File: src/rtl/multiplier_pkg.sv
// Shared definitions for the shift-add multiply-accumulate pipeline.
// MUL_W matches the divider so quotient/divisor/remainder feed straight in.
package multiplier_pkg;

  localparam int MUL_W = 8;

endpackage

File: src/rtl/multiplier_stage.sv
// One pipeline stage: adds A<<IDX into the running sum when bit IDX of B is set,
// then registers sum, operand copies and valid. ihold freezes every register.
module multiplier_stage
  import multiplier_pkg::*;
#(
  parameter int W   = MUL_W,
  parameter int IDX = 0
) (
  input  logic             iclk,
  input  logic             irst_n,
  input  logic             ihold,
  input  logic             ivalid,
  input  logic [W-1:0]     ia,
  input  logic [W-1:0]     ib,
  input  logic [2*W-1:0]   iacc,
  output logic             ovalid,
  output logic [W-1:0]     oa,
  output logic [W-1:0]     ob,
  output logic [2*W-1:0]   oacc
);

  logic             valid_d, valid_q;
  logic [W-1:0]     a_d, a_q;
  logic [W-1:0]     b_d, b_q;
  logic [2*W-1:0]   acc_d, acc_q;
  logic [2*W-1:0]   pp_s;

  // Partial product select and next-state with hold
  always_comb begin
    pp_s    = {(2*W){1'b0}};
    valid_d = valid_q;
    a_d     = a_q;
    b_d     = b_q;
    acc_d   = acc_q;
    if (ib[IDX]) begin
      pp_s = {{W{1'b0}}, ia} << IDX;
    end else begin
      pp_s = {(2*W){1'b0}};
    end
    // The full product never exceeds 2*W bits, so no carry out is kept.
    if (ihold) begin
      valid_d = valid_q;
      a_d     = a_q;
      b_d     = b_q;
      acc_d   = acc_q;
    end else begin
      valid_d = ivalid;
      a_d     = ia;
      b_d     = ib;
      acc_d   = iacc + pp_s;
    end
  end

  // Stage registers
  always_ff @(posedge iclk or negedge irst_n) begin
    if (!irst_n) begin
      valid_q <= 1'b0;
      a_q     <= {W{1'b0}};
      b_q     <= {W{1'b0}};
      acc_q   <= {(2*W){1'b0}};
    end else begin
      valid_q <= valid_d;
      a_q     <= a_d;
      b_q     <= b_d;
      acc_q   <= acc_d;
    end
  end

  assign ovalid = valid_q;
  assign oa     = a_q;
  assign ob     = b_q;
  assign oacc   = acc_q;

endmodule

File: src/rtl/multiplier.sv
// Pipelined unsigned multiply-accumulate: oproduct = imultiplicand*imultiplier + iaddend.
// W stages, one per multiplier bit; result and valid appear W edges after sampling.
module multiplier
  import multiplier_pkg::*;
#(
  parameter int W = MUL_W
) (
  input  logic             iclk,
  input  logic             irst_n,
  input  logic             ivalid,
  input  logic             ihold,
  input  logic [W-1:0]     imultiplicand,
  input  logic [W-1:0]     imultiplier,
  input  logic [W-1:0]     iaddend,
  output logic             ovalid,
  output logic [2*W-1:0]   oproduct
);

  logic [W:0]              valid_s;
  logic [W:0][W-1:0]       a_s;
  logic [W:0][W-1:0]       b_s;
  logic [W:0][2*W-1:0]     acc_s;
  logic [2*W-1:0]          unused_ab_s;

  assign valid_s[0] = ivalid;
  assign a_s[0]     = imultiplicand;
  assign b_s[0]     = imultiplier;
  assign acc_s[0]   = {{W{1'b0}}, iaddend};

  for (genvar i = 0; i < W; i++) begin : g_stage
    multiplier_stage #(
      .W   (W),
      .IDX (i)
    ) u_stage (
      .iclk   (iclk),
      .irst_n (irst_n),
      .ihold  (ihold),
      .ivalid (valid_s[i]),
      .ia     (a_s[i]),
      .ib     (b_s[i]),
      .iacc   (acc_s[i]),
      .ovalid (valid_s[i+1]),
      .oa     (a_s[i+1]),
      .ob     (b_s[i+1]),
      .oacc   (acc_s[i+1])
    );
  end

  // The last stage's operand copies have no consumer.
  assign unused_ab_s = {a_s[W], b_s[W]};

  assign ovalid   = valid_s[W];
  assign oproduct = acc_s[W];

endmodule

File: config.mk
export PLATFORM = sky130hd
export DESIGN_NAME = multiplier
export DESIGN_NICKNAME = d
export VERILOG_FILES = /design/src/rtl/multiplier_pkg.sv /design/src/rtl/multiplier_stage.sv /design/src/rtl/multiplier.sv
export SDC_FILE = /design/constraint.sdc
export NUM_CORES = 1
export LEC_CHECK = 0
export ABC_CLOCK_PERIOD_IN_PS = 2800
export CORE_MARGIN = 2
export CORE_UTILIZATION = 40
export CTS_CLUSTER_SIZE = 28
export DETAILED_ROUTE_END_ITERATION = 6
export PLACE_DENSITY_LB_ADDON = 0.12
export RECOVER_POWER = 25
export SYNTH_ARGS = -nofsm -noshare
export SYNTH_HDL_FRONTEND = slang
export SYNTH_SLANG_ARGS = --single-unit
File: constraint.sdc
create_clock -name iclk -period 2.8 [get_ports iclk]
set_input_delay 0.7 -clock iclk [delete_from_list [all_inputs] [get_ports iclk]]
set_output_delay 0.7 -clock iclk [all_outputs]
set_load 0.05 [all_outputs]
# Word level (Yosys, flattened, before mapping)
# Cells that the tools add are included.
# classes
n_addsub	8
n_mux	8
# ops
operator	count
adder 16 bit	7
adder 8 x 16 -> 16 bit	1
two-way mux 15 bit	1
two-way mux 14 bit	1
two-way mux 13 bit	1
two-way mux 12 bit	1
two-way mux 11 bit	1
two-way mux 10 bit	1
two-way mux 9 bit	1
two-way mux 8 bit	1
# totals
regBits	248
elab_cells	46

# Logic depth before layout (Yosys ltp)
# Gate-level depths: netlist of run 1.
# depth
depth_word	2
mapped_depth	7
mapped_depth_nobuf	7

# By module
# Synthesis of run 1 repeated with hierarchy kept, for this count alone.
# unflattened
cells_unflattened	1216
area_unflattened_um2	14015.9
# modules_own_cells
module	n_inst	cells_per_inst	area_each_um2	seq_area_each_um2
multiplier_stage at g_stage[4].u_stage	1	161	1860.5	825.8
multiplier_stage at g_stage[3].u_stage	1	162	1838.0	825.8
multiplier_stage at g_stage[0].u_stage	1	165	1800.5	825.8
multiplier_stage at g_stage[1].u_stage	1	164	1793.0	825.8
multiplier_stage at g_stage[2].u_stage	1	151	1731.7	825.8
multiplier_stage at g_stage[7].u_stage	1	135	1676.6	825.8
multiplier_stage at g_stage[6].u_stage	1	139	1665.3	825.8
multiplier_stage at g_stage[5].u_stage	1	138	1646.6	825.8
multiplier	1	1	3.8	0.0

# Worst setup path after synthesis of run 1
# No wires, ideal clock.
# synth_timing
path_kind	input to register
startpoint	input port imultiplicand[0]
endpoint	register g_stage[0].u_stage.acc_q[8]
arrival_ns	2.273
slack_ns	0.397
cell_stages	7
path_cell_list	and2_1 ha_1 fa_1 a21o_1 and4_4 o21a_1 o41a_1
# synth_via
elab_chain_len	2
# synth_rtl
element	line	text
from (decl)	multiplier.sv:12	input logic [W-1:0] imultiplicand,
two-way mux 8 bit	multiplier_stage.sv:35	if (ib[IDX]) begin
adder 8 x 16 -> 16 bit	multiplier_stage.sv:50	acc_d = iacc + pp_s;
to (signal assigned)	multiplier_stage.sv:60	acc_q <= {(2*W){1'b0}};
to (decl)	multiplier_stage.sv:25	logic [2*W-1:0] acc_d, acc_q;
# No other way between the ends.
# A chain may end at the register's enable or synchronous reset.

# Final worst setup path of run 1
# layout_timing
startpoint	input port imultiplier[0]
endpoint	register g_stage[0].u_stage.acc_q[8]
# layout_via
elab_chain_len	2
# layout_rtl
element	line	text
from (decl)	multiplier.sv:13	input logic [W-1:0] imultiplier,
two-way mux 8 bit	multiplier_stage.sv:35	
adder 8 x 16 -> 16 bit	multiplier_stage.sv:50	
# No other way between the ends.

==> reports/qor.csv, run 1 <==
metric;value;unit
min_to;g_stage[7].u_stage.oacc[13];
start_util;40.5;%
powerDensity;937;nW/um^2
area_growth;13.2;%
syn_nets;949;
synth_xor_xnor_area_share;2.08;%
fin_cells;1226;
port_buffers;44;
synthTopCellsByArea;dfrtp_1, mux2_2, ha_1;
end_kind;flop;
grt_pass1_wl;31700;um
rrSetupSlack;0.45;ns
clk_pin_slew;0.08;ns
final_nets;983;
path_max_fanout;4;
fmax;391;MHz
place_inst;1194;
tightest_slew;1.35;ns
clock-sinks;192;
synth.mux.area_fraction;17.0;%
postCtsSetupRepairBufs;0;
die_h;163;um
p_total;10.7;mW
tritoncts;built;
status;finished clean;
synth-edff-count;0;
synth_compound_area_share;9.66;%
synth-seq-cells;192;
antenna_found_initial;0;
grt.total_usage;14.6;%
setup_viol;0;
hold_start;g_stage[7].u_stage.oacc[13];
yosysUniqueCellTypes;39;
leakagePower;4.98;nW
path_class;input port to flop;
synth_area;10100;um^2
overflow;0;
synth_top_area_share;47.6;%
syn_inst;849;
core-area;25000;um^2
synthArstFlopShare;100;%
die-area;26500;um^2
antenna_left;0;
fin_crit;2.56;ns
ys_top_cells_by_count;dfrtp_1, mux2_2, and2_1, ha_1, nand2_1;
irDropWorstVdd;0.438;mV
io_pins;45;
synth_area_per_cell;11.9;um^2
drive_above_1_share;22.7;%
rows;58;
wl_per_cell;14.7;um
synthSimpleGateAreaFrac;10.9;%
grt_pass1_vias;6764;
worstReg2RegStart;g_stage[2].u_stage.ob[3];
period_share;91.3;%
hold_buffers;0;
rsz0062_at_grt;false;
dr.pass1.iters;4;
hold_viol;0;
hpwlAfterDp;12900;um
synth_fa_ha_area_share;9.51;%
relSlewSlack;10.1;%
arrival;2.87;ns
skew;0.0164;ns
cp.required;3.11;ns
r2r-end;g_stage[3].u_stage.oacc[11];
whs_path_depth;2;
ys_warn_count;0;
synth_area_leader_cell;dfrtp_1;
antenna_cells;0;
hold_class;flop to flop;
root_buffer;clkbuf_16;
drtIter0Drc;317;
vias;6353;
vias_per_cell;5.18;
h-tree-depth;4;
clock_latency;0.44;ns
max_cap_violations;0;
grt_max_degree;119;
cts_resized;0;
ys.flop_type;dfrtp_1;
synth.most_common_cell;dfrtp_1;
finalMaxSlewViolations;0;
r2r_cells;7;
synth_top_family_by_area;multiplexers;
critPathLaunchType;input port;
place_congestion;0.814;
die_w;163;um
wl;18000;um
numCtsBuffers;17;
drc_errors;0;
clock_path_buffers;2;
ys_seq_area_share;47.6;%
==> cells in the final DEF (no fill, tap or decap), types with 9 or more instances in the layout <==
cell               n
mux2_2           140
nand2_1           55
nand2b_1          13
and2_1            64
clkdlybuf4s50_1   42
clkbuf_16         17
buf_4             12
inv_1             11
ha_1              64
a211oi_1          11
xnor2_1           20
mux2i_1           14
o21ai_0           43
nor2_1            20
o31ai_1           12
dfrtp_1          192
o211ai_1           9
nor3_1            11
a21oi_1           27
nand3_1           16
nor3b_1            9
==> power by group <==
part / switching (mW) / internal [mW] / total [mW]
sequential: 0.585 / 3.70 / 4.28
clock: 1.24 / 1.22 / 2.46
combinational: 2.03 / 1.93 / 3.97
==> logic make-up after synthesis <==
logic type,Yosys count
and+or+nand+nor,204
adders and majority gates,72
buffers and inverters,57
muxes,154
AOI/OAI and AO/OA,146
xor gates and xnor gates,24
DFF,192
==> worst max-delay path by stage <==
| stage | startpoint | end | slack, ns | cells past startpoint |
|---|---|---|---|---|
| floorplan | imultiplicand[0] | g_stage[0].u_stage.oacc[8] | 0.40 | 7 |
| global placement | imultiplier[0] | g_stage[0].u_stage.oacc[8] | -0.20 | 8 |
| detailed placement | imultiplier[0] | g_stage[0].u_stage.oacc[8] | -0.24 | 8 |
| CTS | imultiplier[0] | g_stage[0].u_stage.oacc[8] | 0.23 | 8 |
| global route | imultiplier[0] | g_stage[0].u_stage.oacc[8] | 0.17 | 8 |
| finish | imultiplier[0] | g_stage[0].u_stage.oacc[8] | 0.24 | 8 |
==> stage by stage <==
step,util (%),area [um^2],worst slack [ns],hold slack (ns),TNS [ns]
final,45.8,11400,0.242,0.485,0
after global routing,45.8,11400,0.169,0.517,0
after CTS,46.0,11500,0.227,0.235,0
after detailed placement,43.5,10900,-0.240,0.473,-0.443
after global placement,43.5,10900,-0.202,0.466,-0.284
after floorplan,-,10100,0.397,0.404,0
==> per-layer routing <==
layer / GRT usage [%] / routed length, um / share of wire, % / vias up
met3: 2.70 / 362 / 2.0 / 15
met2: 26.9 / 9290 / 52 / 80
met1: 17.2 / 8160 / 45 / 3131
li1: - / - / - / 3127
met5: 0 / 0 / 0 / -
met4: 4.59 / 209 / 1.2 / 0
==> state kept, by name (all words and copies together) (netlist names) <==
signal / count
g_stage.u_stage.oa: 56
g_stage.u_stage.oacc: 100
g_stage.u_stage.ob: 28
g_stage.u_stage.ovalid: 8
==> critical path, cell delays in order <==
cell             delay [ns]
clkdlybuf4s50_1        0.49
and2_1                 0.18
ha_1                   0.20
fa_1                   0.39
a21o_1                 0.21
and4_4                 0.19
o21a_1                 0.19
o41a_1                 0.31
==> area by class of cell <==
type / instances / area (um^2)
Fill cell: 2317 / 13500
Multi-Input combinational cell: 600 / 4970
Sequential cell: 192 / 4800
Timing Repair Buffer: 61 / 606
Clock buffer: 17 / 425
Tap cell: 330 / 413
Clock inverter: 15 / 180
Inverter: 11 / 41.3
Note: power is estimated with default switching activity, not from simulation.
==> run 2: changes to the inputs <==
--- a/config.mk
+++ b/config.mk
@@ -8,6 +8,7 @@
 export ABC_CLOCK_PERIOD_IN_PS = 2800
 export CORE_MARGIN = 2
 export CORE_UTILIZATION = 40
+export CTS_CLUSTER_DIAMETER = 50
 export CTS_CLUSTER_SIZE = 28
 export DETAILED_ROUTE_END_ITERATION = 6
 export PLACE_DENSITY_LB_ADDON = 0.12
==> results of run 2 <==
No change in the layout: final DEF, timing and power equal those of run 1.
